## src/rtl/sweep_angle_gen.sv

```systemverilog
// Stepped angle sweep generator for the ultrasound scanner servo.
// Walks the commanded angle from ANGLE_MIN up to ANGLE_MAX and back down,
// dwelling PRESCALE cycles per angle, optionally waiting for the ranging
// front end to acknowledge each measurement before moving on.
module sweep_angle_gen #(
  parameter int ANGLE_W   = 8,
  parameter int ANGLE_MIN = 0,
  parameter int ANGLE_MAX = 180,
  parameter int STEP      = 1,
  parameter int PRESCALE  = 50000
) (
  input  logic               clock,
  input  logic               reset,
  input  logic               start,
  input  logic               stop,
  input  logic               mode,
  input  logic               wait_ack_en,
  input  logic               meas_ack,
  output logic [ANGLE_W-1:0] angle,
  output logic               direction,
  output logic               angle_valid,
  output logic               busy,
  output logic               sweep_done
);

  localparam int CNT_W = (PRESCALE > 1) ? $clog2(PRESCALE) : 1;
  localparam logic [CNT_W-1:0] LAST_CNT = CNT_W'(PRESCALE - 1);

  // One extra bit of headroom so that stepping past either limit can be
  // detected and saturated instead of wrapping around.
  localparam logic [ANGLE_W:0] MIN_X  = (ANGLE_W + 1)'(ANGLE_MIN);
  localparam logic [ANGLE_W:0] MAX_X  = (ANGLE_W + 1)'(ANGLE_MAX);
  localparam logic [ANGLE_W:0] STEP_X = (ANGLE_W + 1)'(STEP);

  typedef enum logic [1:0] {
    IDLE,
    DWELL,
    WAIT_ACK
  } state_t;

  state_t             state_q;
  logic [CNT_W-1:0]   cnt_q;
  logic [ANGLE_W-1:0] angle_q;
  logic               dir_q;
  logic               valid_q;
  logic               busy_q;
  logic               done_q;

  logic [ANGLE_W:0]   angle_ext;
  logic [ANGLE_W:0]   up_sum;
  logic [ANGLE_W:0]   up_angle;
  logic [ANGLE_W:0]   down_angle;
  logic [ANGLE_W:0]   wrap_sum;
  logic [ANGLE_W:0]   wrap_angle;
  logic [ANGLE_W:0]   step_angle_d;
  logic               step_dir_d;
  logic               step_end_d;
  logic               take_step;

  // Saturating up/down candidates and the angle/direction a step would produce.
  always_comb begin
    angle_ext  = {1'b0, angle_q};
    up_sum     = angle_ext + STEP_X;
    up_angle   = (up_sum > MAX_X) ? MAX_X : up_sum;
    down_angle = (angle_ext >= (MIN_X + STEP_X)) ? (angle_ext - STEP_X) : MIN_X;
    wrap_sum   = MIN_X + STEP_X;
    wrap_angle = (wrap_sum > MAX_X) ? MAX_X : wrap_sum;

    step_angle_d = angle_ext;
    step_dir_d   = dir_q;
    step_end_d   = 1'b0;
    if (!dir_q) begin
      if (angle_ext < MAX_X) begin
        step_angle_d = up_angle;
      end else begin
        step_dir_d   = 1'b1;
        step_angle_d = down_angle;
      end
    end else begin
      if (angle_ext > MIN_X) begin
        step_angle_d = down_angle;
      end else begin
        step_end_d   = 1'b1;
        step_dir_d   = 1'b0;
        step_angle_d = wrap_angle;
      end
    end
  end

  // A step happens at the end of a dwell (no handshake) or when the ack arrives.
  always_comb begin
    take_step = ((state_q == DWELL) && (cnt_q == LAST_CNT) && !wait_ack_en) ||
                ((state_q == WAIT_ACK) && meas_ack);
  end

  // Sweep state machine with registered outputs; reset, then stop, then start win.
  always_ff @(posedge clock) begin
    if (reset) begin
      state_q <= IDLE;
      cnt_q   <= '0;
      angle_q <= ANGLE_W'(MIN_X);
      dir_q   <= 1'b0;
      valid_q <= 1'b0;
      busy_q  <= 1'b0;
      done_q  <= 1'b0;
    end else begin
      valid_q <= 1'b0;
      done_q  <= 1'b0;
      if (stop) begin
        state_q <= IDLE;
        busy_q  <= 1'b0;
        cnt_q   <= '0;
      end else if (start) begin
        state_q <= DWELL;
        cnt_q   <= '0;
        angle_q <= ANGLE_W'(MIN_X);
        dir_q   <= 1'b0;
        valid_q <= 1'b1;
        busy_q  <= 1'b1;
      end else begin
        case (state_q)
          DWELL: begin
            if (cnt_q == LAST_CNT) begin
              cnt_q   <= '0;
              state_q <= wait_ack_en ? WAIT_ACK : DWELL;
            end else begin
              cnt_q <= cnt_q + CNT_W'(1);
            end
          end
          default: begin
          end
        endcase
        if (take_step) begin
          if (step_end_d && !mode) begin
            state_q <= IDLE;
            busy_q  <= 1'b0;
            done_q  <= 1'b1;
          end else begin
            state_q <= DWELL;
            angle_q <= ANGLE_W'(step_angle_d);
            dir_q   <= step_dir_d;
            valid_q <= 1'b1;
            done_q  <= step_end_d;
          end
        end
      end
    end
  end

  assign angle       = angle_q;
  assign direction   = dir_q;
  assign angle_valid = valid_q;
  assign busy        = busy_q;
  assign sweep_done  = done_q;

endmodule
```

## config.mk

```make
export PLATFORM = sky130hd
export DESIGN_NAME = sweep_angle_gen
export DESIGN_NICKNAME = d
export VERILOG_FILES = /design/src/rtl/sweep_angle_gen.sv
export SDC_FILE = /design/constraint.sdc
export NUM_CORES = 1
export LEC_CHECK = 0
export CORE_ASPECT_RATIO = 1.2
export CORE_MARGIN = 3
export CORE_UTILIZATION = 46
export CTS_CLUSTER_SIZE = 30
export DETAILED_ROUTE_END_ITERATION = 8
export DONT_BUFFER_PORTS = 1
export GPL_TIMING_DRIVEN = 0
export MAX_ROUTING_LAYER = met4
export SLEW_MARGIN = 5
export SYNTH_ARGS = -nofsm -noshare
export SYNTH_HDL_FRONTEND = slang
export SYNTH_SLANG_ARGS = --single-unit
```

## constraint.sdc

```tcl
create_clock -name clock -period 2.8 [get_ports clock]
set_input_delay 0.14 -clock clock [delete_from_list [all_inputs] [get_ports clock]]
set_output_delay 0.14 -clock clock [all_outputs]
set_load 0.02 [all_outputs]
```

* Word level (Yosys, flattened, before mapping)
Index checks and enable logic that the tools add are counted.
** Word-level totals
- Flip-flop bits (word level) :: 30
- Bits of input ports :: 7
- Output and inout bits :: 12
- Logic and storage cells :: 71
** Operators by class
- Add/subtract/negate cells :: 3
- Order comparisons :: 4
- Equal/unequal tests :: 4
- Mux-type cells :: 30
- Bitwise gates (word level) :: 2
- Reduce and logical (&&, ||, !) cells :: 20
** Operator list (number)
- 8-bit 2-to-1 mux :: 8
- 1-bit 2-to-1 mux :: 17
- 16-bit by 1-bit adder with 16-bit output, second input constant :: 1
- 16-bit == test, second input constant :: 1
- 16-bit 2-to-1 mux :: 1
- 8-bit by 1-bit adder with 9-bit output, second input constant :: 1
- 9-bit by 8-bit > comparator with 1-bit output, second input constant :: 1
- 8-bit by 1-bit >= comparator with 1-bit output, second input constant :: 1
- 8-bit by 1-bit > comparator with 1-bit output, second input constant :: 1
- 8-bit less-than comparator, second input constant :: 1
- 2-bit 2-to-1 mux :: 4
- 2-bit nonzero test :: 4
- 8-bit by 1-bit subtractor with 8-bit output, second input constant :: 1
- 2-bit AND reduction :: 3
- 3-bit nonzero test :: 2
- 1-bit logical AND :: 4
- 4-bit OR reduction :: 1
- 3-bit AND reduction :: 1
- 3-bit OR reduction :: 1
- 2-bit by 1-bit == test with 1-bit output, second input constant :: 1
- 2-bit == test, second input constant :: 1
- 1-bit zero test :: 2
- 2-bit inequality test, second input constant :: 1
- 1-bit NOT :: 2
- 2 further kinds :: 2

* Longest topological paths before layout
Gate-level depths: netlist of run 1.
- Depth in word-level cells :: 8
- Gate-level depth with buffers :: 8
- Depth with buffers taken out :: 8

* Worst setup path before layout of run 1
No wires, ideal clock.
- Kind :: register to register
- Start :: register angle_q[0] (netlist: angle[0])
- End :: register angle_q[4] (netlist: angle[4])
- Setup time :: 0.058 ns
- Arrival time :: 2.074 ns
- Data required time :: 2.742 ns
- Path slack :: 0.669 ns
- Stages on the path, launching flop included :: 9
- Path buffers :: 1
- Period minus slack after synthesis :: 2.131 ns
- Cell sequence :: dfxtp_1 -> ha_1 -> clkbuf_2 -> and3_1 -> nand2_1 -> and2_0 -> o41a_1 -> a311oi_1 -> a21o_1
** On the way
- Cells in the longest elaborated chain, start to end :: 8
- Elaborated cells on any way between the ends :: 19
- Classes of those cells :: 2 x add/sub; 4 x order compare; 1 x eq/ne; 10 x mux; 2 x reduce/logical
** Ends and longest elaborated chain
- start, declared :: line 43 : logic [ANGLE_W-1:0] angle_q;
- start signal, assigned :: line 101 : angle_q <= ANGLE_W'(MIN_X);
- start signal, assigned :: line 116 : angle_q <= ANGLE_W'(MIN_X);
- start signal, assigned :: line 140 : angle_q <= ANGLE_W'(step_angle_d);
- 8-bit by 1-bit adder with 9-bit output :: line 63 : up_sum = angle_ext + STEP_X;
- 9-bit by 8-bit > comparator with 1-bit output :: line 64 : up_angle = (up_sum > MAX_X) ? MAX_X : up_sum;
- 8-bit 2-to-1 mux :: line 64
- 8-bit 2-to-1 mux :: line 73 : if (angle_ext < MAX_X) begin
- 8-bit 2-to-1 mux :: line 72 : if (!dir_q) begin
- 8-bit 2-to-1 mux :: line 134 : if (step_end_d && !mode) begin
- 8-bit 2-to-1 mux :: line 133 : if (take_step) begin
- 8-bit 2-to-1 mux :: line 113 : end else if (start) begin
Parallel ways exist; a longest one is shown, timed or not. The select of a mux whose other input is x is not followed.
A chain may end at the register's enable or synchronous reset.

* Final worst setup path of run 1
Ends and elaborated chain as after synthesis.

==> results.yml, run 1 <==
setup_path:
  reg2reg_slack_ns: 0.32
  cp.required_ns: 3.03
  rr_worst_depth: 8
  worstSetupPathType: "flip-flop to flip-flop"
  crit_fanout: 11
  setup.worst_path.start: "angle[0]$_SDFFE_PP0P_"
  r2r_end: "angle[4]$_SDFFE_PP0P_"
  critPathCaptureType: "flip-flop"
  worstReg2RegStart: "angle[0]$_SDFFE_PP0P_"
  arrival_ns: 2.71
  critPathLaunchType: "flip-flop"
synthesis:
  async_reset_ff_share_pct: 0
  syn_avg_cell_area_um2: 7.81
  ys_types: 56
  netlist_instances: 245
  synth_nets: 258
  synth-edff-count: 0
  yosysWarnings: 0
  yosysSeqAreaShare_pct: 31.4
  synthFlopType: "dfxtp_1"
  syn_area_um2: 1910
  ys_ff_latch: 30
final_layout:
  layout.nets: 267
  fillerInstances: 418
  diodes: 0
  drive_gt1_share_pct: 9.41
  layout-area-overhead-vs-synth_pct: 10.3
  final_common_cell: "nor2_1"
  final_cell_mix: "nor2_1, dfxtp_1, nand2_1, nand3_1, xnor2_1"
  post-route-util_pct: 53.1
power:
  powerDensity_nw_per_um2: 440
  power.internal_mw: 0.713
  switching_power_mw: 0.216
  comb_power_share_pct: 5.8
  p_clk_share_pct: 46.9
  seqPwrFrac_pct: 47.3
  leakage_nw: 0.757
  swShare_pct: 23.3
  ir_drop_mv: 0.281
  finalPower_mw: 0.929
floorplan:
  dieArea_um2: 4970
  num_rows: 25
  fp.dieW_um: 64.9
  core_area_um2: 3970
  start_util_pct: 48.2
  die_y_um: 76.7
  io-pin-count: 19
sta:
  min_period_ns: 2.48
  final_hold_viol_count: 0
  min_period_over_period_pct: 88.7
  rsz0062_at_grt: "false"
  max_clock_freq_mhz: 402
  worstMarginPinSlew_ns: 0.576
  setup_viol: 0
  final_max_slew_viol_count: 0
  relSlewSlack_pct: 61.6
  skew_ns: 0.00599
  finalSetupTns_ns: 0
grt:
  grt.overflow.total: 0
  grt-busiest-layer: "met2"
  met3_usage_pct: 5.27
  grt_pass1_wl_mm: 8.03
  antenna_found_initial: 0
  grt_max_degree: 12
  grt_pass1_vias: 1727
  grt_use_total_pct: 20.8
  grt_use_met2_pct: 35.3
  grtUsageMet1_pct: 24.1
clock_network:
  clock-root-buffer: "clkbuf_8"
  clk_latency_ns: 0.28
  clkSlewWorstSetupHoldPaths_ns: 0.07
  cts_tree: "done"
  cts_buffer_depth: 2
  clock-sinks: 30
  cts_buffers: 5
  cts_resized: 0
  htree_levels: 2
drt:
  num_vias: 1755
  post_drt_wl_per_cell_um: 15.2
  drc: 0
  viasPerCell: 5.68
  drt-initial-drc-count: 127
  routed_wl_mm: 4.70
  antenna_left: 0
  dr.pass1.iters: 4
min_path:
  min-delay-start: "start"
  hold_end: "busy$_SDFFE_PP0P_"
  holdPathStages: 2
  min_path_type: "primary input to flip-flop"
placement:
  dpl.hpwl_mm: 3.46
  io_buffers: 0
  gp_congestion: 0.872
flow_run:
  maxCapViolations: 0
outcome:
  run_status: "completed"
==> cell usage after synthesis (2+ instances only) <==
cell type / count / area share (%)
nor3_2: 2 / 1.0
nor4_1: 3 / 0.98
nor2_1: 35 / 6.9
xnor2_1: 14 / 6.4
nor3_1: 11 / 2.9
a21o_1: 3 / 1.2
nand3_1: 14 / 3.7
o22ai_1: 2 / 0.65
a211oi_1: 2 / 0.78
o21ai_0: 2 / 0.52
nor3b_1: 2 / 0.78
dfxtp_1: 30 / 31
nand3b_1: 2 / 0.78
clkbuf_1: 4 / 0.78
a31oi_1: 2 / 0.65
buf_2: 3 / 0.78
and3_1: 4 / 1.3
ha_1: 6 / 3.9
nand2_1: 26 / 5.1
nand4_1: 4 / 1.3
a21oi_1: 9 / 2.4
xor2_1: 10 / 4.6
buf_4: 2 / 0.78
o211a_1: 2 / 1.0
mux2i_1: 2 / 1.0
o211ai_1: 2 / 0.78
o31ai_1: 4 / 1.6
or2_2: 2 / 0.65
inv_1: 10 / 2.0
o221a_2: 2 / 1.2
nor2b_1: 4 / 1.3
==> per-layer routing <==
| metal | part of all wire [%] | vias up | wire (µm) |
|---|---|---|---|
| met5 | 0 | - | 0 |
| li1 | - | 886 | - |
| met4 | 1.9 | 0 | 89 |
| met2 | 50 | 30 | 2370 |
| met1 | 44 | 830 | 2080 |
| met3 | 3.4 | 9 | 161 |
==> worst max path at each step <==
stage,to,cells past startpoint,slack [ns]
floorplan,angle[4]$_SDFFE_PP0P_,8,0.67
global placement,angle[4]$_SDFFE_PP0P_,8,0.35
detailed placement,angle[4]$_SDFFE_PP0P_,8,0.36
CTS,angle[4]$_SDFFE_PP0P_,8,0.34
global route,angle[4]$_SDFFE_PP0P_,8,0.13
finish,angle[4]$_SDFFE_PP0P_,8,0.32
==> power by group through the flow <==
stage                     Combinational [mW]  Clock (mW)  Sequential, mW
final                                 0.0540       0.436           0.440
after global routing                  0.0621       0.465           0.440
after CTS                             0.0536       0.445           0.439
after detailed placement              0.0510           0           0.449
after global placement                0.0505           0           0.449
after floorplan                       0.0402           0           0.447
==> registers in the layout (all words and copies together) (netlist names) <==
register / cells
angle_valid: 1
direction: 1
cnt_q: 16
sweep_done: 1
angle: 8
busy: 1
state_q: 2
==> timing repair <==
item | 4_1_cts | 5_1_grt
hold buffers | 2 | 0
setup buffers | 0 | 0
hold endpoints to repair | 2 | 0
==> critical path, cell delays in order, from the launching register on <==
cell and delay [ns]:
dfxtp_1 0.69, ha_1 0.24, clkbuf_2 0.20, and3_1 0.25, nand2_1 0.09, and2_0 0.14, o41a_1 0.39, a311oi_1 0.32
a21o_1 0.12
==> area by class of cell <==
type	count	area (µm²)	share of cell area (%)
inverters	10	37.5	1.78
flip-flops and latches	30	601	28.5
clock buffers	5	68.8	3.26
multi-input cells	194	1210	57.6
repair buffers	2	20.0	0.948
well taps	54	67.6	3.20
plain buffers	11	61.3	2.90
clock inverters	3	40.0	1.90
==> cell families (layout without fill, tap and decap cells) <==
logic type               count (synthesis)  count (layout)  share of synthesized area (%)
AND/OR/NAND/NOR                        118             118                           30.4
AO/OA/AOI/OAI                           44              44                           17.1
flip-flops                              30              30                           31.4
XOR/XNOR                                24              24                           11.0
buffers and inverters                   21              31                           5.16
adder cells (fa/ha/maj)                  6               6                           3.92
multiplexers                             2               2                           1.05
==> stage by stage <==
stage / instances / instance area, µm² / hold WS (ns) / setup WS (ns)
after global placement: 299 / 1980 / 0.222 / 0.352
after CTS: 309 / 2110 / 0.0278 / 0.337
final: 309 / 2110 / 0.0351 / 0.315
after floorplan: 245 / 1910 / 0.219 / 0.669
after detailed placement: 299 / 1980 / 0.222 / 0.358
after global routing: 309 / 2110 / 0.0290 / 0.126
Power figures use the tool's default switching activity.
==> run 2: changes to the inputs <==
--- a/config.mk
+++ b/config.mk
@@ -7,7 +7,7 @@
 export LEC_CHECK = 0
 export CORE_ASPECT_RATIO = 1.2
 export CORE_MARGIN = 3
-export CORE_UTILIZATION = 46
+export CORE_UTILIZATION = 45
 export CTS_CLUSTER_SIZE = 30
 export DETAILED_ROUTE_END_ITERATION = 8
 export DONT_BUFFER_PORTS = 1
==> constraint.sdc (replaced) <==
create_clock -name clock -period 2.8 [get_ports clock]
set_input_delay 0.28 -clock clock [delete_from_list [all_inputs] [get_ports clock]]
set_output_delay 0.28 -clock clock [all_outputs]
set_load 0.02 [all_outputs]
==> results.yml, run 2 (synthesis results as in run 1) <==
outcome:
  run_status: "completed"
power:
  powerDensity_nw_per_um2: 412
  p_clk_share_pct: 42.6
  ir_drop_mv: 0.164
  seqPwrFrac_pct: 51.4
  swShare_pct: 24.2
  comb_power_share_pct: 6.0
  switching_power_mw: 0.207
  finalPower_mw: 0.855
  power.internal_mw: 0.648
  leakage_nw: 0.739
final_layout:
  diodes: 0
  final_common_cell: "nor2_1"
  largest_register_ff_count: 16
  layoutNonFillerInstCount: 307
  fillerInstances: 430
  layout.nets: 265
  final_cell_area_um2: 2070
  max_flop_register: "cnt_q"
  drive_gt1_share_pct: 9.09
  post-route-util_pct: 51.8
  final_cell_mix: "nor2_1, dfxtp_1, nand2_1, nand3_1, xnor2_1"
  layout-area-overhead-vs-synth_pct: 8.30
min_path:
  holdPathStages: 1
  min_path_type: "primary input to flip-flop"
drt:
  drt-initial-drc-count: 128
  drc: 0
  antenna_left: 0
  viasPerCell: 5.60
  routed_wl_mm: 4.56
  dr.pass1.iters: 4
  num_vias: 1719
  post_drt_wl_per_cell_um: 14.8
setup_path:
  rr_worst_depth: 8
  arrival_ns: 2.72
  worstSetupPathType: "flip-flop to flip-flop"
  cp_cell_sequence: "ha_1, clkbuf_2, and3_1, nand2_1, and2_0, o41a_1, a311oi_1, a21o_1"
  critPathTopFamily: "compound AO/OA/AOI/OAI gates"
  critPathCaptureType: "flip-flop"
  worst_path_max_delay_cell: "dfxtp_1"
  cp.required_ns: 3.02
  critPathLaunchType: "flip-flop"
  path_buf_inv: 1
  crit_fanout: 11
  cp.depth: 8
  slowest_delay_ns: 0.68
floorplan:
  io-pin-count: 19
  num_rows: 25
  fp.dieW_um: 65.5
  start_util_pct: 47.8
  die_y_um: 77.5
  core_area_um2: 4000
  dieArea_um2: 5080
grt:
  grt.overflow.total: 0
  grt_max_degree: 12
  grt_pass1_vias: 1635
  grt_pass1_wl_mm: 7.60
  grt_use_total_pct: 19.5
  antenna_found_initial: 0
clock_network:
  cts_buffers: 5
  clkSlewWorstSetupHoldPaths_ns: 0.07
  clock-root-buffer: "clkbuf_8"
  cts_buffer_depth: 2
  cts_resized: 0
  clock-sinks: 30
  clk_latency_ns: 0.28
  cts_tree: "done"
  htree_levels: 2
  cts_hold_buf: 0
  cts_setup_buffers: 0
flow_run:
  maxCapViolations: 0
placement:
  gp_congestion: 0.909
  pre_cts_ws_ns: 0.330
  dp_cells: 299
  dpl.hpwl_mm: 3.40
  placed_area_um2: 1980
  io_buffers: 0
sta:
  max_clock_freq_mhz: 401
  min_period_over_period_pct: 89.2
  whs_ns: 0.0724
  relSlewSlack_pct: 61.7
  final_max_slew_viol_count: 0
  final_hold_viol_count: 0
  skew_ns: 0.00989
  finalSetupTns_ns: 0
  min_period_ns: 2.50
  rsz0062_at_grt: "false"
  setup_viol: 0
  worstMarginPinSlew_ns: 0.574
  fin_ws_ns: 0.304
run 2: cell types whose count changed in the layout (fill, tap and decap cells not counted), sizes merged:
cell and change:
clkinv -1, bufinv -1, clkbuf +2, dlygate4sd3 -2
run 2: final timing paths:
check | startpoint | end | slack (ns)
hold / removal | stop | busy$_SDFFE_PP0P_ | 0.07
hold reg to reg | cnt_q[15]$_SDFFE_PP0N_ | cnt_q[15]$_SDFFE_PP0N_ | 0.51
setup reg to reg | angle[0]$_SDFFE_PP0P_ | angle[4]$_SDFFE_PP0P_ | 0.30
setup / recovery | angle[0]$_SDFFE_PP0P_ | angle[4]$_SDFFE_PP0P_ | 0.30
run 2: cell type report:
cell class	instances	area, µm²	share of cell area [%]
buffer	11	61.3	2.96
tap	54	67.6	3.26
multi-input combinational	194	1210	58.6
sequential	30	601	29.0
clock inverter	1	5.00	0.241
inverter	10	37.5	1.81
clock buffer	7	86.3	4.16
run 2: layer usage:
layer | GRT usage [%] | wire [µm]
met1 | 22.3 | 1990
met2 | 32.4 | 2330
met3 | 4.49 | 182
met4 | 8.30 | 48
met5 | - | 0
run 2: power by group through the flow:
stage               Sequential [mW]  Combinational, mW  Clock (mW)
finish                        0.440             0.0513       0.364
global placement              0.450             0.0504           0
detailed placement            0.449             0.0504           0
global route                  0.440             0.0563       0.397
floorplan                     0.447             0.0402           0
CTS                           0.440             0.0506       0.380
run 2: worst reg2reg max path: cells and delay by family (launching register included):
family                   cells  cell delay (ns)
AO/OA/AOI/OAI                3             0.86
flip-flops                   1             0.68
AND/OR/NAND/NOR              3             0.48
adder cells (fa/ha/maj)      1             0.24
buffers and inverters        1             0.19
==> run 3: changes to the inputs <==
--- a/config.mk
+++ b/config.mk
@@ -5,10 +5,11 @@
 export SDC_FILE = /design/constraint.sdc
 export NUM_CORES = 1
 export LEC_CHECK = 0
+export ABC_AREA = 1
 export CORE_ASPECT_RATIO = 1.2
 export CORE_MARGIN = 3
 export CORE_UTILIZATION = 45
-export CTS_CLUSTER_SIZE = 30
+export CTS_CLUSTER_SIZE = 16
 export DETAILED_ROUTE_END_ITERATION = 8
 export DONT_BUFFER_PORTS = 1
 export GPL_TIMING_DRIVEN = 0
==> results.yml, run 3 <==
final_layout:
  layout.nets: 321
  layout-area-overhead-vs-synth_pct: 7.19
  max_flop_register: "cnt_q"
  final_common_cell: "nand2_1"
  drive_gt1_share_pct: 18.2
  final_cell_mix: "nand2_1, inv_1, nor2_1, dfxtp_1, nand3_1"
  diodes: 0
  largest_register_ff_count: 16
power:
  p_clk_share_pct: 39.7
  comb_power_share_pct: 7.9
  power.internal_mw: 0.618
  ir_drop_mv: 0.203
  switching_power_mw: 0.222
  seqPwrFrac_pct: 52.4
  swShare_pct: 26.4
  powerDensity_nw_per_um2: 379
  leakage_nw: 0.918
  finalPower_mw: 0.841
sta:
  min_period_ns: 2.13
  min_period_over_period_pct: 76.1
  final_max_slew_viol_count: 0
  rsz0062_at_grt: "false"
  final_hold_viol_count: 0
  worstMarginPinSlew_ns: 0.513
  finalSetupTns_ns: 0
  skew_ns: 0.00733
  setup_viol: 0
  max_clock_freq_mhz: 469
  relSlewSlack_pct: 65.8
clock_network:
  clock-sinks: 30
  cts_buffers: 5
  cts_buffer_depth: 2
  htree_levels: 2
  cts_setup_buffers: 0
  cts_tree: "done"
  cts_resized: 0
  clock-root-buffer: "clkbuf_8"
  clkSlewWorstSetupHoldPaths_ns: 0.06
  cts_hold_buf: 0
  clk_latency_ns: 0.28
placement:
  io_buffers: 0
  dpl.hpwl_mm: 3.80
  gp_congestion: 0.922
drt:
  num_vias: 1890
  drt-initial-drc-count: 114
  antenna_left: 0
  routed_wl_mm: 4.88
  post_drt_wl_per_cell_um: 13.4
  viasPerCell: 5.19
  drc: 0
  dr.pass1.iters: 5
synthesis:
  yosys-top-cells-area: "dfxtp_1, nand2_1, inv_1, nand3_1, nor2_1"
  syn_avg_cell_area_um2: 6.88
  synth_nets: 314
  async_reset_ff_share_pct: 0
  ys_types: 39
  synth-edff-count: 0
  yosysSeqAreaShare_pct: 29.0
  yosys-top-cells-count: "nand2_1, inv_1, nor2_1"
  syn_area_um2: 2070
  yosysWarnings: 0
  synth_top_area_share_pct: 29.0
  yosysTopAreaCell: "dfxtp_1"
  yosysMostFrequentCell: "nand2_1"
  synthFlopType: "dfxtp_1"
  ys_ff_latch: 30
  netlist_instances: 301
setup_path:
  worst_path_max_delay_cell: "dfxtp_1"
  worstSetupPathType: "flip-flop to flip-flop"
  rr_worst_depth: 10
  cp_cell_sequence: "ha_1, nand2_1, nor2_2, nand2_1, xor2_1, nand2_1, nand2_2, nand3_1, o211ai_1, nand2_1"
  cp.required_ns: 2.96
  crit_top_cell: "nand2_1"
  critPathCaptureType: "flip-flop"
  worstReg2RegStart: "angle[0]$_SDFFE_PP0P_"
  slowest_delay_ns: 0.63
  path_buf_inv: 0
  r2r_end: "angle[5]$_SDFFE_PP0P_"
  reg2reg_slack_ns: 0.67
  crit_fanout: 9
  critPathLaunchType: "flip-flop"
  arrival_ns: 2.30
  critPathTopFamily: "simple AND/OR/NAND/NOR gates"
outcome:
  run_status: "completed"
floorplan:
  num_rows: 26
  fp.dieW_um: 67.9
  io-pin-count: 19
  dieArea_um2: 5460
  start_util_pct: 47.5
  die_y_um: 80.3
  core_area_um2: 4360
grt:
  grt_use_total_pct: 20.0
  grt_pass1_wl_mm: 8.03
  grt.overflow.total: 0
  antenna_found_initial: 0
  grt_pass1_vias: 1808
  grt_max_degree: 11
min_path:
  min_path_type: "primary input to flip-flop"
  holdPathStages: 2
  min-delay-start: "start"
  hold_end: "state_q[0]$_SDFFE_PP0P_"
flow_run:
  maxCapViolations: 0
run 3: power by group through the flow:
| stage | logic [mW] | registers [mW] | clock network [mW] |
|---|---|---|---|
| detailed placement | 0.0661 | 0.451 | 0 |
| global route | 0.0741 | 0.441 | 0.370 |
| global placement | 0.0666 | 0.451 | 0 |
| floorplan | 0.0530 | 0.449 | 0 |
| CTS | 0.0664 | 0.441 | 0.348 |
| finish | 0.0663 | 0.441 | 0.334 |
run 3: worst max-delay path by stage:
stage                               start               endpoint  slack [ns]  cells after the start
floorplan           angle[0]$_SDFFE_PP0P_  angle[5]$_SDFFE_PP0P_        1.03                     10
global placement    angle[0]$_SDFFE_PP0P_  angle[5]$_SDFFE_PP0P_        0.71                     10
detailed placement  angle[0]$_SDFFE_PP0P_  angle[5]$_SDFFE_PP0P_        0.70                     11
CTS                 angle[0]$_SDFFE_PP0P_  angle[5]$_SDFFE_PP0P_        0.69                     11
global route        angle[0]$_SDFFE_PP0P_  angle[5]$_SDFFE_PP0P_        0.50                     10
finish              angle[0]$_SDFFE_PP0P_  angle[5]$_SDFFE_PP0P_        0.67                     10
run 3: metal layers:
metal	wire [µm]	GRT usage, %	share of wire [%]	up-vias
met1	2040	20.5	42	853
li1	-	-	-	990
met4	116	9.54	2.4	0
met3	175	5.17	3.6	12
met5	0	-	0	-
met2	2560	34.7	52	35
run 3: cell type report:
cell class | count | area [µm²]
plain buffers | 5 | 45.0
clock buffers | 5 | 68.8
clock inverters | 2 | 10.0
fillers | 442 | 2140
inverters | 44 | 165
multi-input cells | 222 | 1260
flip-flops and latches | 30 | 601
well taps | 56 | 70.1
run 3: cell families (layout without fill, tap and decap cells):
group	count (synthesis)	count (layout)	share of synthesized area, %
and+or+nand+nor	168	168	42.1
buffers and inverters	49	56	10.2
AOI/OAI and AO/OA	37	37	10.5
DFF	30	30	29.0
xor gates and xnor gates	11	11	4.65
adders and majority gates	6	6	3.63
run 3: metrics by stage:
step                      area (µm²)  utilization, %  worst slack [ns]  instances  hold slack [ns]
after floorplan                 2070               -              1.03        301            0.444
after global routing            2220            50.9             0.495        364            0.189
after global placement          2140            49.1             0.708        357            0.470
final                           2220            50.9             0.669        364            0.178
after detailed placement        2140            49.1             0.700        357            0.461
after CTS                       2220            50.9             0.690        364            0.164
